File: src/rtl/mips_control_register_scoreboard_pkg.sv
// Shared types and helpers for the Mips register-hazard scoreboard.
package mips_control_register_scoreboard_pkg;

    // Where a register write's data comes from; code 3 is illegal and behaves like Memory
    typedef enum logic [1:0] {
        SRC_ALU     = 2'd0,
        SRC_MEMORY  = 2'd1,
        SRC_PC      = 2'd2,
        SRC_ILLEGAL = 2'd3
    } write_source_e;

    // Forward-select value meaning "read the register file"
    localparam int SELECT_REGFILE = 0;

    // Entry address field is sized for the widest supported register address
    localparam int MAX_ADDR_WIDTH = 8;

    typedef struct packed {
        logic                      valid;
        logic [MAX_ADDR_WIDTH-1:0] addr;
        write_source_e             source;
    } entry_t;

    function automatic int sel_width(input int stages);
        return $clog2(stages + 1);
    endfunction

    function automatic logic is_memory_source(input write_source_e source);
        return (source == SRC_MEMORY) || (source == SRC_ILLEGAL);
    endfunction

endpackage

File: src/rtl/mips_control_register_scoreboard_if.sv
// Issue-side bus between the register control decode and the scoreboard.
interface mips_control_register_scoreboard_if
    import mips_control_register_scoreboard_pkg::*;
#(
    parameter int ADDR_WIDTH = 5,
    parameter int STAGES     = 3,
    parameter int READ_PORTS = 2
);
    localparam int SEL_WIDTH = sel_width(STAGES);

    logic                           issueValid;
    logic                           issueWriteEnable;
    logic [ADDR_WIDTH-1:0]          issueWriteAddr;
    logic [1:0]                     issueWriteSource;
    logic [READ_PORTS*ADDR_WIDTH-1:0] readAddr;
    logic [READ_PORTS-1:0]          readUse;
    logic                           flush;
    logic                           freeze;
    logic                           stall;
    logic [READ_PORTS*SEL_WIDTH-1:0] forwardSelect;
    logic [SEL_WIDTH-1:0]           inFlight;

    modport master (
        output issueValid, issueWriteEnable, issueWriteAddr, issueWriteSource,
        output readAddr, readUse, flush, freeze,
        input  stall, forwardSelect, inFlight
    );

    modport slave (
        input  issueValid, issueWriteEnable, issueWriteAddr, issueWriteSource,
        input  readAddr, readUse, flush, freeze,
        output stall, forwardSelect, inFlight
    );

endinterface

File: src/rtl/mips_control_register_scoreboard_match.sv
// Youngest-producer match and readiness check for a single read port.
module mips_control_register_scoreboard_match
    import mips_control_register_scoreboard_pkg::*;
#(
    parameter int ADDR_WIDTH      = 5,
    parameter int STAGES          = 3,
    parameter int MEM_READY_STAGE = 2,
    parameter int SEL_WIDTH       = 2
)
(
    input  entry_t [STAGES:1]      stages,
    input  logic [ADDR_WIDTH-1:0]  read_addr,
    input  logic                   read_use,
    output logic [SEL_WIDTH-1:0]   select,
    output logic                   not_ready
);

    // Walk oldest to youngest so the youngest matching stage is the last to assign
    always_comb begin
        select    = SEL_WIDTH'(SELECT_REGFILE);
        not_ready = 1'b0;
        if (read_use && (read_addr != '0)) begin
            for (int k = STAGES; k >= 1; k--) begin
                if (stages[k].valid && (stages[k].addr == MAX_ADDR_WIDTH'(read_addr))) begin
                    select    = SEL_WIDTH'(k);
                    not_ready = is_memory_source(stages[k].source) && (k < MEM_READY_STAGE);
                end
            end
        end
    end

endmodule

File: src/rtl/mips_control_register_scoreboard.sv
// Register-hazard scoreboard: tracks in-flight writes, forwards and stalls on load-use.
module mips_control_register_scoreboard
    import mips_control_register_scoreboard_pkg::*;
#(
    parameter int ADDR_WIDTH      = 5,
    parameter int STAGES          = 3,
    parameter int READ_PORTS      = 2,
    parameter int MEM_READY_STAGE = 2
)
(
    input  logic                               clock,
    input  logic                               reset,
    mips_control_register_scoreboard_if.slave  bus
);
    localparam int SEL_WIDTH = sel_width(STAGES);

    entry_t [STAGES:1]      stages_q;
    entry_t                 issue_entry;
    logic                   load_bubble;
    logic [READ_PORTS-1:0]  port_not_ready;
    logic [SEL_WIDTH-1:0]   port_select [READ_PORTS];
    logic [SEL_WIDTH-1:0]   valid_count;

    for (genvar p = 0; p < READ_PORTS; p++) begin : g_port
        mips_control_register_scoreboard_match #(
            .ADDR_WIDTH      (ADDR_WIDTH),
            .STAGES          (STAGES),
            .MEM_READY_STAGE (MEM_READY_STAGE),
            .SEL_WIDTH       (SEL_WIDTH)
        ) u_match (
            .stages    (stages_q),
            .read_addr (bus.readAddr[p*ADDR_WIDTH +: ADDR_WIDTH]),
            .read_use  (bus.readUse[p] && bus.issueValid && !reset),
            .select    (port_select[p]),
            .not_ready (port_not_ready[p])
        );
    end

    // Pack per-port selects onto the bus; they stay live during freeze
    always_comb begin
        bus.forwardSelect = '0;
        for (int p = 0; p < READ_PORTS; p++) begin
            bus.forwardSelect[p*SEL_WIDTH +: SEL_WIDTH] = port_select[p];
        end
    end

    // Flush and freeze both suppress the stall; register 0 never becomes a valid entry
    always_comb begin
        bus.stall          = (|port_not_ready) && bus.issueValid && !bus.flush && !bus.freeze && !reset;
        load_bubble        = bus.stall || bus.flush || !bus.issueValid;
        issue_entry        = '0;
        issue_entry.valid  = bus.issueWriteEnable && (bus.issueWriteAddr != '0);
        issue_entry.addr   = MAX_ADDR_WIDTH'(bus.issueWriteAddr);
        issue_entry.source = write_source_e'(bus.issueWriteSource);
    end

    // Stage pipeline: hold on freeze, otherwise shift and retire the oldest entry
    always_ff @(posedge clock) begin
        if (reset) begin
            stages_q <= '0;
        end else if (!bus.freeze) begin
            stages_q[1] <= load_bubble ? entry_t'('0) : issue_entry;
            for (int k = 2; k <= STAGES; k++) begin
                stages_q[k] <= stages_q[k-1];
            end
        end
    end

    // Count valid entries from the registered stages, forced to zero under reset
    always_comb begin
        valid_count = '0;
        for (int k = 1; k <= STAGES; k++) begin
            if (stages_q[k].valid) begin
                valid_count = valid_count + SEL_WIDTH'(1);
            end
        end
        bus.inFlight = reset ? '0 : valid_count;
    end

endmodule

File: src/flat_wrapper.sv
// flat-port wrapper written by rule: the top's interface ports become plain ports
module mips_control_register_scoreboard_flat import mips_control_register_scoreboard_pkg::*;
#(
    parameter int ADDR_WIDTH      = 5,
    parameter int STAGES          = 3,
    parameter int READ_PORTS      = 2,
    parameter int MEM_READY_STAGE = 2
)
  (clock, reset, bus_issueValid, bus_issueWriteEnable, bus_issueWriteAddr, bus_issueWriteSource, bus_readAddr, bus_readUse, bus_flush, bus_freeze, bus_stall, bus_forwardSelect, bus_inFlight);
  mips_control_register_scoreboard_if #(.ADDR_WIDTH(ADDR_WIDTH), .STAGES(STAGES), .READ_PORTS(READ_PORTS)) bus_i ();
  input  logic clock;
  input  logic reset;
  input wire logic [$bits(bus_i.issueValid)-1:0] bus_issueValid;
  input wire logic [$bits(bus_i.issueWriteEnable)-1:0] bus_issueWriteEnable;
  input wire logic [$bits(bus_i.issueWriteAddr)-1:0] bus_issueWriteAddr;
  input wire logic [$bits(bus_i.issueWriteSource)-1:0] bus_issueWriteSource;
  input wire logic [$bits(bus_i.readAddr)-1:0] bus_readAddr;
  input wire logic [$bits(bus_i.readUse)-1:0] bus_readUse;
  input wire logic [$bits(bus_i.flush)-1:0] bus_flush;
  input wire logic [$bits(bus_i.freeze)-1:0] bus_freeze;
  output wire logic [$bits(bus_i.stall)-1:0] bus_stall;
  output wire logic [$bits(bus_i.forwardSelect)-1:0] bus_forwardSelect;
  output wire logic [$bits(bus_i.inFlight)-1:0] bus_inFlight;
  assign bus_i.issueValid = bus_issueValid;
  assign bus_i.issueWriteEnable = bus_issueWriteEnable;
  assign bus_i.issueWriteAddr = bus_issueWriteAddr;
  assign bus_i.issueWriteSource = bus_issueWriteSource;
  assign bus_i.readAddr = bus_readAddr;
  assign bus_i.readUse = bus_readUse;
  assign bus_i.flush = bus_flush;
  assign bus_i.freeze = bus_freeze;
  assign bus_stall = bus_i.stall;
  assign bus_forwardSelect = bus_i.forwardSelect;
  assign bus_inFlight = bus_i.inFlight;
  mips_control_register_scoreboard #(.ADDR_WIDTH(ADDR_WIDTH), .STAGES(STAGES), .READ_PORTS(READ_PORTS), .MEM_READY_STAGE(MEM_READY_STAGE)) u_core (.clock(clock), .reset(reset), .bus(bus_i));
endmodule
File: config.mk
export PLATFORM = sky130hd
export DESIGN_NAME = mips_control_register_scoreboard_flat
export DESIGN_NICKNAME = d
export VERILOG_FILES = /design/src/rtl/mips_control_register_scoreboard_pkg.sv /design/src/rtl/mips_control_register_scoreboard_if.sv /design/src/rtl/mips_control_register_scoreboard_match.sv /design/src/rtl/mips_control_register_scoreboard.sv /design/src/flat_wrapper.sv
export SDC_FILE = /design/constraint.sdc
export NUM_CORES = 1
export LEC_CHECK = 0
export ABC_CLOCK_PERIOD_IN_PS = 2700
export CORE_UTILIZATION = 40
export DETAILED_ROUTE_END_ITERATION = 16
export PLACE_DENSITY = 0.66
export SLEW_MARGIN = 20
export SYNTH_ARGS = -nofsm -noshare
export SYNTH_HDL_FRONTEND = slang
export SYNTH_HIERARCHICAL = 1
export SYNTH_SLANG_ARGS = --single-unit
File: constraint.sdc
create_clock -name clock -period 2.7 [get_ports clock]
set_clock_uncertainty 0.15 [all_clocks]
set_input_delay 0.405 -clock clock [delete_from_list [all_inputs] [get_ports clock]]
set_output_delay 0.405 -clock clock [all_outputs]
set_load 0.02 [all_outputs]
==> results.json, run 1 <==
{
  "power.density_mw_per_mm2": 290.2,
  "port_buffers": 30,
  "seq_area_um2": 380.4,
  "rows": 20,
  "finalSetupViolations": 0,
  "largest_register_ffs": 19,
  "clockBufferDepth": 2,
  "cp_slowest_stage_delay_ps": 540,
  "dp_hpwl_um": 2717,
  "crit_chain": "clkdlybuf4s50_1 -> or4_4 -> o21ai_4 -> inv_1 -> and3_1 -> o21ai_1 -> nor3_1 -> buf_2",
  "regMostFlops": "u_core/stages_q",
  "grt_max_degree": 24,
  "avgSynthCellArea_um2": 8.836,
  "crit_type": "input pin to output pin",
  "cp.required_ps": 2140,
  "cp_max_fo": 2,
  "htreeDepth": 1,
  "numCtsBuffers": 3,
  "synth_warnings": 6,
  "p_seq_frac": 0.510,
  "cts_tree": "built",
  "clockRootBuffer": "clkbuf_4",
  "drv_slew": 0,
  "vias_per_cell": 4.872,
  "ir_worst_vdd_mv": 0.2427,
  "p_switching_w": 0.0001552,
  "timing.fmax_mhz": 374.2,
  "wire_per_inst_um": 13.65,
  "die_area_mm2": 0.003456,
  "hold_viol": 0,
  "drc": 0,
  "clk_pin_slew_ps": 110,
  "die_x_um": 58.79,
  "grt_usage": 0.2162,
  "hold_path_class": "flop to flop",
  "multi_input_area_um2": 998.5,
  "grt_pass1_vias": 1280,
  "area_growth_pct": 51.89,
  "syn_inst": 146,
  "wl_um": 3521,
  "clkLatencyLatePin_ps": 290,
  "p_sw_frac": 0.2729,
  "arrival_ps": 2120,
  "drt_iter0_drc": 36,
  "p_int_w": 0.0004134,
  "netlist_area_mm2": 0.001290,
  "initial_core_util": 0.4225,
  "p_leak_nw": 0.8838,
  "worst_path_max_delay_cell": "or4_4",
  "post-route-period-util": 0.9899,
  "overflow": 0,
  "period_needed_ps": 2673,
  "crit_path_start_kind": "input pin",
  "fill_cells": 279,
  "pwr-share-clk": 0.254,
  "diodes": 0,
  "drive_gt1_frac": 0.2196,
  "gp_congestion": 0.9129,
  "rsz0062_at_grt": "no",
  "reg.largest.list": "u_core/stages_q x19",
  "crit_path_end_kind": "output pin",
  "boundaryPins": 32,
  "vias": 1257,
  "grt_pass1_wl_um": 5644,
  "layout.nets": 242,
  "ant_nets": 0,
  "die_h_um": 58.79,
  "worstRegToRegCells": 7,
  "outcome": "finished, final reports clean",
  "final.setup.tns_ps": 0,
  "p_total_w": 0.0005686,
  "antenna_found_initial": 0,
  "comb_power_share": 0.237,
  "cap_violations": 0,
  "min_path_cells": 2,
  "firstDrtPassIters": 4,
  "final_cell_mix": "22 x buf_4, 22 x nor2_1, 19 x dfxtp_1",
  "coreArea_mm2": 0.003053,
  "cts_num_sinks": 19
}
==> power groups by stage <==
stage / combinational, W / clock (W) / sequential (W)
6_report: 0.000135 / 0.000144 / 0.000290
5_1_grt: 0.000145 / 0.000167 / 0.000291
4_1_cts: 0.000126 / 0.000152 / 0.000290
3_5_place_dp: 0.000123 / 0 / 0.000296
3_3_place_gp: 0.000121 / 0 / 0.000296
2_1_floorplan: 0.0000554 / 0 / 0.000295
==> per-stage QoR <==
| step | utilization | area [µm²] | instances | hold slack (ps) | setup WS (ps) |
|---|---|---|---|---|---|
| 2_1_floorplan | - | 1354 | 163 | 305.6 | 290.3 |
| 3_3_place_gp | 0.5971 | 1823 | 251 | 355.4 | -465.8 |
| 3_5_place_dp | 0.5971 | 1823 | 251 | 375.5 | -471.9 |
| 4_1_cts | 0.6107 | 1864 | 255 | 400.9 | -5.149 |
| 5_1_grt | 0.6418 | 1959 | 258 | 433.5 | 1.699 |
| 6_report | 0.6418 | 1959 | 258 | 420.6 | 27.31 |
==> layout make-up <==
| cell class | instances | area share |
|---|---|---|
| well taps | 44 | 0.02810 |
| inverters | 4 | 0.007663 |
| multi-input cells | 134 | 0.5096 |
| clock inverters | 1 | 0.002554 |
| repair buffers | 53 | 0.2465 |
| flip-flops and latches | 19 | 0.1941 |
| clock buffers | 3 | 0.01149 |
==> what timing repair did <==
item / 4_1_cts / 5_1_grt
hold buffers: 0 / 0
setup endpoints to repair: 5 / 5
cloned: 0 / 0
gates resized for setup: 27 / 25
setup buffers: 0 / 3
pin swaps: 1 / 14
==> worst max-delay path, delay by kind of cell <==
kind | cells | cell delay, ps
AO/OA/AOI/OAI | 2 | 270
AND/OR/NAND/NOR | 3 | 790
buffers and inverters | 3 | 650
==> per-layer routing <==
| metal | vias up | wire length (µm) | GRT usage |
|---|---|---|---|
| met3 | 6 | 125 | 0.03297 |
| met5 | - | 0 | 0 |
| li1 | 639 | - | - |
| met1 | 585 | 1591 | 0.2632 |
| met4 | 0 | 57 | 0.09184 |
| met2 | 27 | 1745 | 0.3766 |
==> final timing paths <==
check | start | endpoint | slack [ps]
max reg2reg | u_core/stages_q[10] | u_core/stages_q[6] | 760
max | bus_readAddr[3] | bus_stall | 30
min | u_core/stages_q[0] | u_core/stages_q[0] | 420
min reg2reg | u_core/stages_q[0] | u_core/stages_q[0] | 420
Power figures use the tool's default switching activity.
==> run 2: changes to the inputs <==
- CAP_MARGIN: unset -> 20
- CORE_MARGIN: unset -> 2
==> results.json, run 2 (synthesis results as in run 1) <==
{
  "clockRootBuffer": "clkbuf_4",
  "clkLatencyLatePin_ps": 300,
  "cap_violations": 0,
  "clk_pin_slew_ps": 100,
  "vias": 1244,
  "reg.largest.list": "u_core/stages_q x19",
  "finalSetupViolations": 0,
  "initial_core_util": 0.4225,
  "cts_tree": "built",
  "crit_type": "input pin to output pin",
  "die_area_mm2": 0.003695,
  "regMostFlops": "u_core/stages_q",
  "reg2reg_slack_ps": 690,
  "drv_slew": 0,
  "seq_area_um2": 380.4,
  "pre_cts_ws_ps": -494.9,
  "cp.required_ps": 2140,
  "ant_nets": 0,
  "rr_startpoint": "u_core/stages_q[10]",
  "die_x_um": 60.79,
  "vias_per_cell": 4.840,
  "grt_busiest_layer": "met2",
  "coreArea_mm2": 0.003053,
  "outcome": "finished, final reports clean",
  "ir_worst_vdd_mv": 0.2227,
  "worst_path_max_delay_cell": "or4_1",
  "wire_per_inst_um": 13.22,
  "die_h_um": 60.79,
  "timing.fmax_mhz": 379.1,
  "final_common_cell": "buf_4",
  "worstRegToRegCells": 7,
  "wl_um": 3398,
  "arrival_ps": 2080,
  "final_cell_mix": "23 x buf_4, 22 x nor2_1, 19 x dfxtp_1",
  "clockBufferDepth": 2,
  "gr-usage-met1": 0.2620,
  "layout.nets": 241,
  "crit_chain": "clkdlybuf4s50_1 -> or4_1 -> o21ai_2 -> inv_1 -> and3_1 -> o21ai_2 -> nor3_1 -> buf_2",
  "gr-usage-met3": 0.02559,
  "drive_gt1_frac": 0.1925,
  "place_area_mm2": 0.001831,
  "overflow": 0,
  "fill_cells": 282,
  "grt_max_degree": 24,
  "crit_top_cell": "o21ai_2",
  "area_growth_pct": 47.53,
  "drc": 0,
  "port_buffers": 30,
  "antenna_found_initial": 0,
  "hold_path_class": "flop to flop",
  "endpoint": "bus_stall",
  "r2r-end": "u_core/stages_q[5]",
  "dp_hpwl_um": 2739,
  "diodes": 0,
  "postLayoutCellArea_mm2": 0.001903,
  "boundaryPins": 32,
  "hold_viol": 0,
  "crit_path_start_kind": "input pin",
  "grt_usage": 0.2028,
  "gp_congestion": 0.8654,
  "htreeDepth": 1,
  "numCtsBuffers": 3,
  "fin_ws_ps": 61.84,
  "rsz0062_at_grt": "no",
  "period_needed_ps": 2638,
  "cts_num_sinks": 19,
  "grt_pass1_wl_um": 5540,
  "power.density_mw_per_mm2": 295.3,
  "p_leak_nw": 0.8531,
  "firstDrtPassIters": 3,
  "startpoint": "bus_readAddr[7]",
  "crit_path_end_kind": "output pin",
  "drt_iter0_drc": 38,
  "cp_slowest_stage_delay_ps": 550,
  "largest_register_ffs": 19,
  "grt_pass1_vias": 1210,
  "cp_max_fo": 2,
  "use_met2": 0.3441,
  "post-route-period-util": 0.9771,
  "rows": 20,
  "multi_input_area_um2": 953.4,
  "worst_hold_slack_ps": 382.1
}
run 2: per-layer routing:
layer	routed length (µm)	up-vias
li1	-	636
met1	1574	578
met2	1647	24
met3	125	6
met4	50	0
met5	0	-
run 2: how the worst min path moves through the flow:
stage,slack (ps),endpoint,cells past startpoint,from
2_1_floorplan,310,u_core/stages_q[0],2,u_core/stages_q[0]
3_3_place_gp,330,u_core/stages_q[0],2,u_core/stages_q[0]
3_5_place_dp,350,u_core/stages_q[0],2,u_core/stages_q[0]
4_1_cts,380,u_core/stages_q[0],2,u_core/stages_q[0]
5_1_grt,450,u_core/stages_q[0],2,u_core/stages_q[0]
6_report,380,u_core/stages_q[0],2,u_core/stages_q[0]
run 2: critical path, delay by kind of cell:
family	cells	cell delay, ps
compound gates	2	270
simple gates	3	780
buf+inv	3	630
run 2: cell type report:
cell class	instances	area share
repair buffers	52	0.2479
inverters	4	0.007890
multi-input cells	134	0.5010
flip-flops and latches	19	0.1999
clock inverters	1	0.002630
clock buffers	3	0.01183
well taps	44	0.02893
run 2: through the flow:
step                cells  utilization  setup TNS [ps]  total power [W]
floorplan             163            -               0        0.0003500
global placement      252       0.5996           -1774        0.0004169
detailed placement    252       0.5996           -1999        0.0004197
CTS                   257       0.6107               0        0.0005676
global route          257       0.6234               0        0.0005919
finish                257       0.6234               0        0.0005620
run 2: timing repair:
action,4_1_cts,5_1_grt
endpoints found under the setup margin,5,5
pin swaps,1,7
cloned,0,0
setup buffers,1,0
hold buffers,0,0
resized for setup,28,16
run 2: where the power goes:
part / leakage, nW / internal [W] / total, W / switching, W
clock network: 0.0177 / 0.0000552 / 0.000145 / 0.0000894
logic: 0.682 / 0.0000715 / 0.000128 / 0.0000565
registers: 0.154 / 0.000284 / 0.000289 / 0.00000516
==> run 3: changes to the inputs <==
- DONT_BUFFER_PORTS: unset -> 1
- PLACE_DENSITY: 0.66 -> unset
==> results.json, run 3 (synthesis results as in run 1) <==
{
  "rr_startpoint": "u_core/stages_q[10]",
  "die_x_um": 60.79,
  "htreeDepth": 1,
  "drv_slew": 0,
  "rows": 20,
  "tightest_slew_ps": 682.8,
  "boundaryPins": 32,
  "final_cell_mix": "22 x nor2_1, 18 x conb_1, 17 x dfxtp_1",
  "rsz0062_at_grt": "no",
  "fill_cells": 314,
  "layout.nets": 197,
  "cp_max_fo": 6,
  "timing.fmax_mhz": 382.3,
  "drt_iter0_drc": 72,
  "cts_num_sinks": 19,
  "ir_worst_vdd_mv": 0.2158,
  "grt_pass1_vias": 1075,
  "reg.largest.list": "u_core/stages_q x19",
  "largest_register_ffs": 19,
  "ant_nets": 0,
  "final_common_cell": "nor2_1",
  "p_leak_nw": 0.5853,
  "numCtsBuffers": 3,
  "worstRegToRegCells": 6,
  "period_needed_ps": 2616,
  "grt_pass1_wl_um": 4899,
  "arrival_ps": 2060,
  "grt_max_degree": 24,
  "cts_tree": "built",
  "gp_congestion": 0.8285,
  "diodes": 0,
  "antenna_found_initial": 0,
  "hold_viol": 0,
  "p_total_w": 0.0004948,
  "firstDrtPassIters": 4,
  "relSlewSlack": 0.5421,
  "clockRootBuffer": "clkbuf_4",
  "drc": 0,
  "cts_post_setup_buffers_inserted": 0,
  "port_buffers": 0,
  "vias_per_cell": 5.282,
  "wl_um": 3126,
  "clockBufferDepth": 2,
  "clkLatencyLatePin_ps": 290,
  "area_growth_pct": 15.52,
  "crit_path_start_kind": "flop",
  "initial_core_util": 0.4225,
  "overflow": 0,
  "crit_path_end_kind": "output pin",
  "hold_path_class": "input pin to flop",
  "outcome": "finished, final reports clean",
  "clk_pin_slew_ps": 100,
  "min_from": "reset",
  "die_area_mm2": 0.003695,
  "min_path_cells": 1,
  "startpoint": "u_core/stages_q[10]",
  "cap_violations": 0,
  "die_h_um": 60.79,
  "fin_util": 0.4881,
  "worst_hold_slack_ps": 18.27,
  "dp_hpwl_um": 2394,
  "regMostFlops": "u_core/stages_q",
  "drive_gt1_frac": 0.08284,
  "grt_usage": 0.1794,
  "finalSetupViolations": 0,
  "power.density_mw_per_mm2": 332.1,
  "post-route-period-util": 0.9687,
  "coreArea_mm2": 0.003053,
  "wire_per_inst_um": 14.68,
  "vias": 1125,
  "final.setup.tns_ps": 0,
  "cp.required_ps": 2140,
  "crit_type": "flop to output pin"
}
[run 3: cell count changes in the layout (fill, tap and decap cells not counted), moves of 3 or more]
| cell | delta |
|---|---|
| o21ai_0 | +3 |
| dlygate4sd3_1 | +3 |
| buf_4 | -18 |
| o21ai_2 | -3 |
| clkdlybuf4s50_1 | -17 |
| dlymetal6s2s_1 | -7 |
[run 3: area by class of cell]
cell class | instances | area [µm²] | share of cell area
Clock buffer | 4 | 26.28 | 0.01763
Inverter | 4 | 15.01 | 0.01008
Multi-Input combinational cell | 134 | 943.4 | 0.6331
Sequential cell | 19 | 382.9 | 0.2569
Tap cell | 44 | 55.05 | 0.03694
Timing Repair Buffer | 8 | 67.56 | 0.04534
[run 3: timing repair]
item | in CTS | in global routing
hold endpoints to repair | 2 | 9
setup endpoints to repair | 1 | 4
hold buffers | 1 | 2
pin swaps | 0 | 2
resized for setup | 1 | 4
[run 3: where the power goes]
group | internal, W | total (W) | switching (W)
registers | 0.000284 | 0.000290 | 0.00000561
clock network | 0.0000576 | 0.000146 | 0.0000888
logic | 0.0000332 | 0.0000585 | 0.0000253
[run 3: per-stage QoR]
stage                     std cells  instance area [µm²]  worst slack (ps)
final                           213                 1490             84.50
after floorplan                 163                 1354             290.3
after global routing            213                 1490             8.483
after detailed placement        206                 1410             318.3
after global placement          206                 1410             355.7
after CTS                       211                 1454             9.552
[run 3: critical path, cell delays in order, from the launching register on]
cell and delay, ps:
dfxtp_2 380, or4b_1 450, nor3_1 300, and3_1 230, o21ai_0 100, nor3_1 140
buf_4 170
[run 3: worst paths after layout]
| kind | slack (ps) | endpoint |
|---|---|---|
| worst max-delay path | 80 | bus_stall |
| worst min-delay path | 20 | u_core/stages_q[2] |
| worst max register to register | 570 | u_core/stages_q[3] |
| worst min register to register | 370 | u_core/stages_q[10] |
[run 3: routing by layer]
layer  vias up  wire length, µm  track usage
li1        551                -            -
met1       539             1399       0.2225
met2        31             1501       0.3103
met3         4              194      0.03838
met4         0               31      0.05590
met5         -                0            0
